## src/rtl/div_pkg.sv

```systemverilog
// Shared widths and FSM encoding for the 336/80 restoring divider.
package div_pkg;

    localparam int unsigned A_W   = 256;
    localparam int unsigned B_W   = 80;
    localparam int unsigned P_W   = A_W + B_W;
    localparam int unsigned CNT_W = $clog2(A_W);

    typedef enum logic [1:0] {
        IDLE  = 2'd0,
        CHECK = 2'd1,
        RUN   = 2'd2,
        DONE  = 2'd3
    } state_t;

endpackage

```

## src/rtl/div_step.sv

```systemverilog
// One radix-2 restoring step: shift in a dividend bit, subtract the divisor if it fits.
module div_step
    import div_pkg::*;
(
    input  logic [B_W-1:0] r,
    input  logic           bit_in,
    input  logic [B_W-1:0] divisor,
    output logic [B_W-1:0] r_next,
    output logic           qbit
);

    logic [B_W:0] shifted;
    logic [B_W:0] t;

    // {r, bit} stays below 2*divisor, so one extra bit holds the sign of the trial.
    always_comb begin
        shifted = {r, bit_in};
        t       = shifted - {1'b0, divisor};
        qbit    = ~t[B_W];
        r_next  = qbit ? t[B_W-1:0] : shifted[B_W-1:0];
    end

endmodule

```

## src/rtl/div_336x80.sv

```systemverilog
// Iterative restoring divider: 336-bit dividend / 80-bit divisor, one quotient bit per clock.
module div_336x80
    import div_pkg::*;
(
    input  logic           clk,
    input  logic           rst_n,
    input  logic           in_valid,
    output logic           in_ready,
    input  logic [P_W-1:0] dividend,
    input  logic [B_W-1:0] divisor,
    output logic           out_valid,
    input  logic           out_ready,
    output logic [A_W-1:0] quotient,
    output logic [B_W-1:0] remainder,
    output logic           div_zero,
    output logic           ovf
);

    state_t           state_q;
    logic [B_W-1:0]   divisor_q;
    logic [B_W-1:0]   r_q;
    logic [A_W-1:0]   q_q;
    logic [CNT_W-1:0] cnt_q;

    logic [B_W-1:0]   r_next;
    logic             qbit;

    div_step u_step (
        .r       (r_q),
        .bit_in  (q_q[A_W-1]),
        .divisor (divisor_q),
        .r_next  (r_next),
        .qbit    (qbit)
    );

    // The dividend is loaded straight into {R, Q}; its high half is the initial partial remainder.
    always_ff @(posedge clk or negedge rst_n) begin
        if (!rst_n) begin
            state_q   <= IDLE;
            divisor_q <= '0;
            r_q       <= '0;
            q_q       <= '0;
            cnt_q     <= '0;
            in_ready  <= 1'b1;
            out_valid <= 1'b0;
            quotient  <= '0;
            remainder <= '0;
            div_zero  <= 1'b0;
            ovf       <= 1'b0;
        end else begin
            unique case (state_q)
                IDLE: begin
                    if (in_valid && in_ready) begin
                        divisor_q <= divisor;
                        r_q       <= dividend[P_W-1:A_W];
                        q_q       <= dividend[A_W-1:0];
                        in_ready  <= 1'b0;
                        state_q   <= CHECK;
                    end
                end
                CHECK: begin
                    if (divisor_q == '0) begin
                        div_zero  <= 1'b1;
                        quotient  <= '1;
                        remainder <= q_q[B_W-1:0];
                        state_q   <= DONE;
                    end else if (r_q >= divisor_q) begin
                        ovf       <= 1'b1;
                        quotient  <= '1;
                        remainder <= '0;
                        state_q   <= DONE;
                    end else begin
                        cnt_q   <= '0;
                        state_q <= RUN;
                    end
                end
                RUN: begin
                    r_q   <= r_next;
                    q_q   <= {q_q[A_W-2:0], qbit};
                    cnt_q <= cnt_q + CNT_W'(1);
                    if (cnt_q == CNT_W'(A_W - 1)) begin
                        quotient  <= {q_q[A_W-2:0], qbit};
                        remainder <= r_next;
                        state_q   <= DONE;
                    end
                end
                DONE: begin
                    if (!out_valid) begin
                        out_valid <= 1'b1;
                    end else if (out_ready) begin
                        out_valid <= 1'b0;
                        div_zero  <= 1'b0;
                        ovf       <= 1'b0;
                        in_ready  <= 1'b1;
                        state_q   <= IDLE;
                    end
                end
                default: state_q <= IDLE;
            endcase
        end
    end

endmodule

```

## config.mk

```make
export PLATFORM = sky130hd
export DESIGN_NAME = div_336x80
export DESIGN_NICKNAME = d
export VERILOG_FILES = /design/src/rtl/div_pkg.sv /design/src/rtl/div_step.sv /design/src/rtl/div_336x80.sv
export SDC_FILE = /design/constraint.sdc
export NUM_CORES = 2
export LEC_CHECK = 0
export CORE_MARGIN = 2
export CORE_UTILIZATION = 38
export CTS_CLUSTER_SIZE = 16
export DETAILED_ROUTE_END_ITERATION = 10
export GPL_TIMING_DRIVEN = 0
export SLEW_MARGIN = 25
export SYNTH_ARGS = -nofsm -noshare
export SYNTH_HDL_FRONTEND = slang
export SYNTH_SLANG_ARGS = --single-unit
export TNS_END_PERCENT = 100
```

## constraint.sdc

```tcl
create_clock -name clk -period 8.1 [get_ports clk]
set_clock_uncertainty 0.2 [all_clocks]
set_input_delay 1.215 -clock clk [delete_from_list [all_inputs] [get_ports clk]]
set_output_delay 1.215 -clock clk [all_outputs]
set_load 0.01 [all_outputs]
```

==> summary.txt <==
Outcome
  – Status: completed

Timing
  – Max-slew violations: 0
  – Fin Hold WS: 0.195 ns
  – Final setup violation count: 0
  – Worst-Margin Slew: 1.20 ns
  – Max-slew headroom: 20.2%
  – Setup TNS: 0 ns
  – Final Critical Period: 6.04 ns
  – Tcrit/Tclk final: 74.5%
  – Hold Vio Cnt, Final: 0
  – RSZ-0062 raised after global routing: false
  – Fmax: 166 MHz

Floorplanning
  – # rows: 123
  – Die area: 115,000 µm²
  – IO Pins: 760
  – Core area: 112,000 µm²
  – DIE WIDTH: 339 µm
  – Initial Util: 38.2%
  – Die height: 339 µm

Setup path
  – Setup crit start kind: flip-flop
  – Worst Setup SP: divisor_q[4]$_DFFE_PN0P_
  – Reg-to-reg startpoint: divisor_q[4]$_DFFE_PN0P_
  – Critical Path AT: 6.41 ns
  – Setup CP Type: reg -> reg
  – Worst Setup End Kind: flip-flop
  – Worst Path Max Fanout: 10
  – WP data required: 8.48 ns

Global route
  – Initial antenna violation count: 41
  – Largest net degree at the start of global routing: 128
  – GRT Residual Overflow: 0
  – Number of global-route vias before repair: 40,300
  – Total track usage: 32.8%
  – First-pass GRT wire length: 279 mm

Pwr
  – Switching power total: 15.4 mW
  – PnR Total Power: 30.5 mW
  – Seq pwr share: 25.8%
  – Worst vdd ir: 0.000255 V
  – Combinational share of power: 60.1%
  – Internal power: 15.1 mW
  – Cell Pwr Density: 549 nW/µm²
  – Pleak: 23.8 nW
  – Sw frac: 50.4%
  – Clock network power share: 14.1%

Clock network
  – Num CTS Buffers: 91
  – Hold buffer count at cts: 0
  – H-tree lvl count: 3
  – Resized Gates After CTS: 0
  – Clock root cell: clkbuf_16
  – Later-pin clock latency in the skew report: 0.70 ns
  – CTS Buffer Depth: 3
  – # clock sinks: 766
  – CTS tree: built
  – Reg clk slew, reported paths: 0.06 ns
  – Postcts setup bufs: 0

Synthesis
  – Adder-cell area share of the yosys netlist: 4.88%
  – Seq/Total Area, Yosys: 44.8%
  – Largest family of logic cells by synthesized area: compound AO/OA/AOI/OAI gates
  – Cell count after synthesis: 4,786
  – Mean Syn Cell Area: 8.93 µm²
  – Post-synthesis mux area share: 9.83%
  – Number of synthesized flops with an enable pin: 0
  – Ys flop type: dfrtp_1
  – Synth Area in Compound Gates: 20.5%
  – Post-Synth Simple-Gate Area: 12.5%
  – Async SR Flop Fraction: 100%
  – Synth Area in XOR/XNOR: 1.00%
  – Number of synthesized register bits: 766
  – Syn Nets: 5,372
  – Unique masters post-synth: 99
  – Yosys synthesis warning count: 0
  – Cell area after synthesis: 42,700 µm²

Route
  – Drt pass-1 iters: 6
  – WL per Instance: 26.8 µm
  – DRT antenna net count: 0
  – Via/cell ratio: 5.66
  – 1st-iter DRT viols: 3,235
  – DRC: 0
  – Vias: 41,000
  – Post-Route WL: 194 mm

Layout
  – Area growth from synthesis to layout: 30.2%
  – Final #Nets: 6,233
  – Design Area, Final: 55,700 µm²
  – Layout cells sized above 1: 6.15%

Place
  – Placed cell areas: 52,500 µm²
  – Final Wtd Congestion: 0.992
  – DPL Wire Length: 155 mm
  – # port buffers: 759

Flow run
  – MaxCap Viol Count: 0

Min path
  – Hold crit path type: in -> async
-- path summary, 6_finish.rpt --
kind,endpoint,slack (ns),depth (start not counted)
hold reg to reg,remainder[44]$_DFFE_PN0P_,0.29,2
min in group clk,remainder[44]$_DFFE_PN0P_,0.29,2
max in group asynchronous,remainder[35]$_DFFE_PN0P_,5.77,3
setup reg to reg,remainder[30]$_DFFE_PN0P_,2.06,9
hold / removal,quotient[92]$_DFFE_PN0P_,0.20,1
setup / recovery,remainder[30]$_DFFE_PN0P_,2.06,9
-- cells in the final DEF (no fill, tap or decap), drive strengths merged, types with 54 or more instances in the layout --
cell,instances
a211oi,64
a21o,73
a21oi,278
a31oi,55
and3,54
buf,60
clkbuf,415
clkdlybuf4s50,758
dfrtp,765
ha,165
inv,359
mux2,83
mux2i,325
nand2,581
nand3,68
nand4,70
nor2,231
nor3,60
o21ai,872
-- cell families (layout without fill, tap and decap cells) --
| group | after synthesis | in the layout |
|---|---|---|
| simple gates | 1193 | 1193 |
| fa+ha+maj | 166 | 166 |
| flops | 766 | 766 |
| other cells | 0 | 18 |
| mux | 408 | 408 |
| xor+xnor | 48 | 48 |
| buf+inv | 688 | 1625 |
| compound gates | 1517 | 1517 |
-- critical path: stages, from the launching register on --
cell,delay (ns)
dfrtp_1,0.59
nor4_1,1.07
nand4_1,0.36
nor3_1,0.82
nand2_1,0.37
nor2_1,0.58
clkbuf_1,0.79
clkbuf_1,0.53
nand2_1,0.34
a31oi_1,0.24
-- synth_stat cells (all sizes together) (54+ instances only) --
master    n  area [µm²]
ha      165        2060
a31oi    55         359
nand2   581        2180
and3     54         338
a21oi   278        1410
nor2    231         867
nand4    70         438
clkbuf  281        1060
mux2i   325        3270
dfrtp   765       19100
a211oi   64         485
nand3    68         340
inv     356        1340
a21o     73         548
o21ai   872        4360
mux2     83         938
nor3     60         305
-- routing by layer --
metal  global-route usage [%]  vias to the layer above  wire length [µm]
li1                         -                    18600                 -
met1                     41.6                    20300             78900
met2                     52.6                     1647             89200
met3                     8.22                      398             15300
met4                     14.9                       44              9980
met5                        0                        -               292
-- flip-flops by register name, indices dropped and copies added (netlist names) --
register / flops
divisor_q: 80
r_q: 80
quotient: 256
div_zero: 1
state_q: 2
ovf: 1
in_ready: 1
cnt_q: 8
out_valid: 1
remainder: 80
q_q: 256
-- area by class of cell --
class,count,area [µm²]
fillers,10700,56400
multi-input cells,3332,20900
flip-flops and latches,766,19200
repair buffers,768,7800
clock buffers,134,2640
well taps,1500,1880
plain buffers,331,1390
inverters,357,1340
clock inverters,35,487
diodes,18,45.0
-- power by group through the flow --
stage          Combinational (mW)  Clock (mW)  Sequential [mW]
3_5_place_dp                 18.0           0             7.84
6_report                     18.4        4.30             7.88
4_1_cts                      18.1        4.35             7.82
2_1_floorplan                10.5           0             7.46
5_1_grt                      19.9        4.51             8.07
3_3_place_gp                 17.8           0             7.84
-- per-stage QoR --
step	std cells	util, %	worst slack [ns]
after floorplan	4786	-	4.64
after global placement	7045	46.6	-30.90
after detailed placement	7054	46.8	2.34
after CTS	7223	49.6	2.30
after global routing	7235	49.7	2.06
final	7241	49.7	2.06
Power figures use the tool's default switching activity.
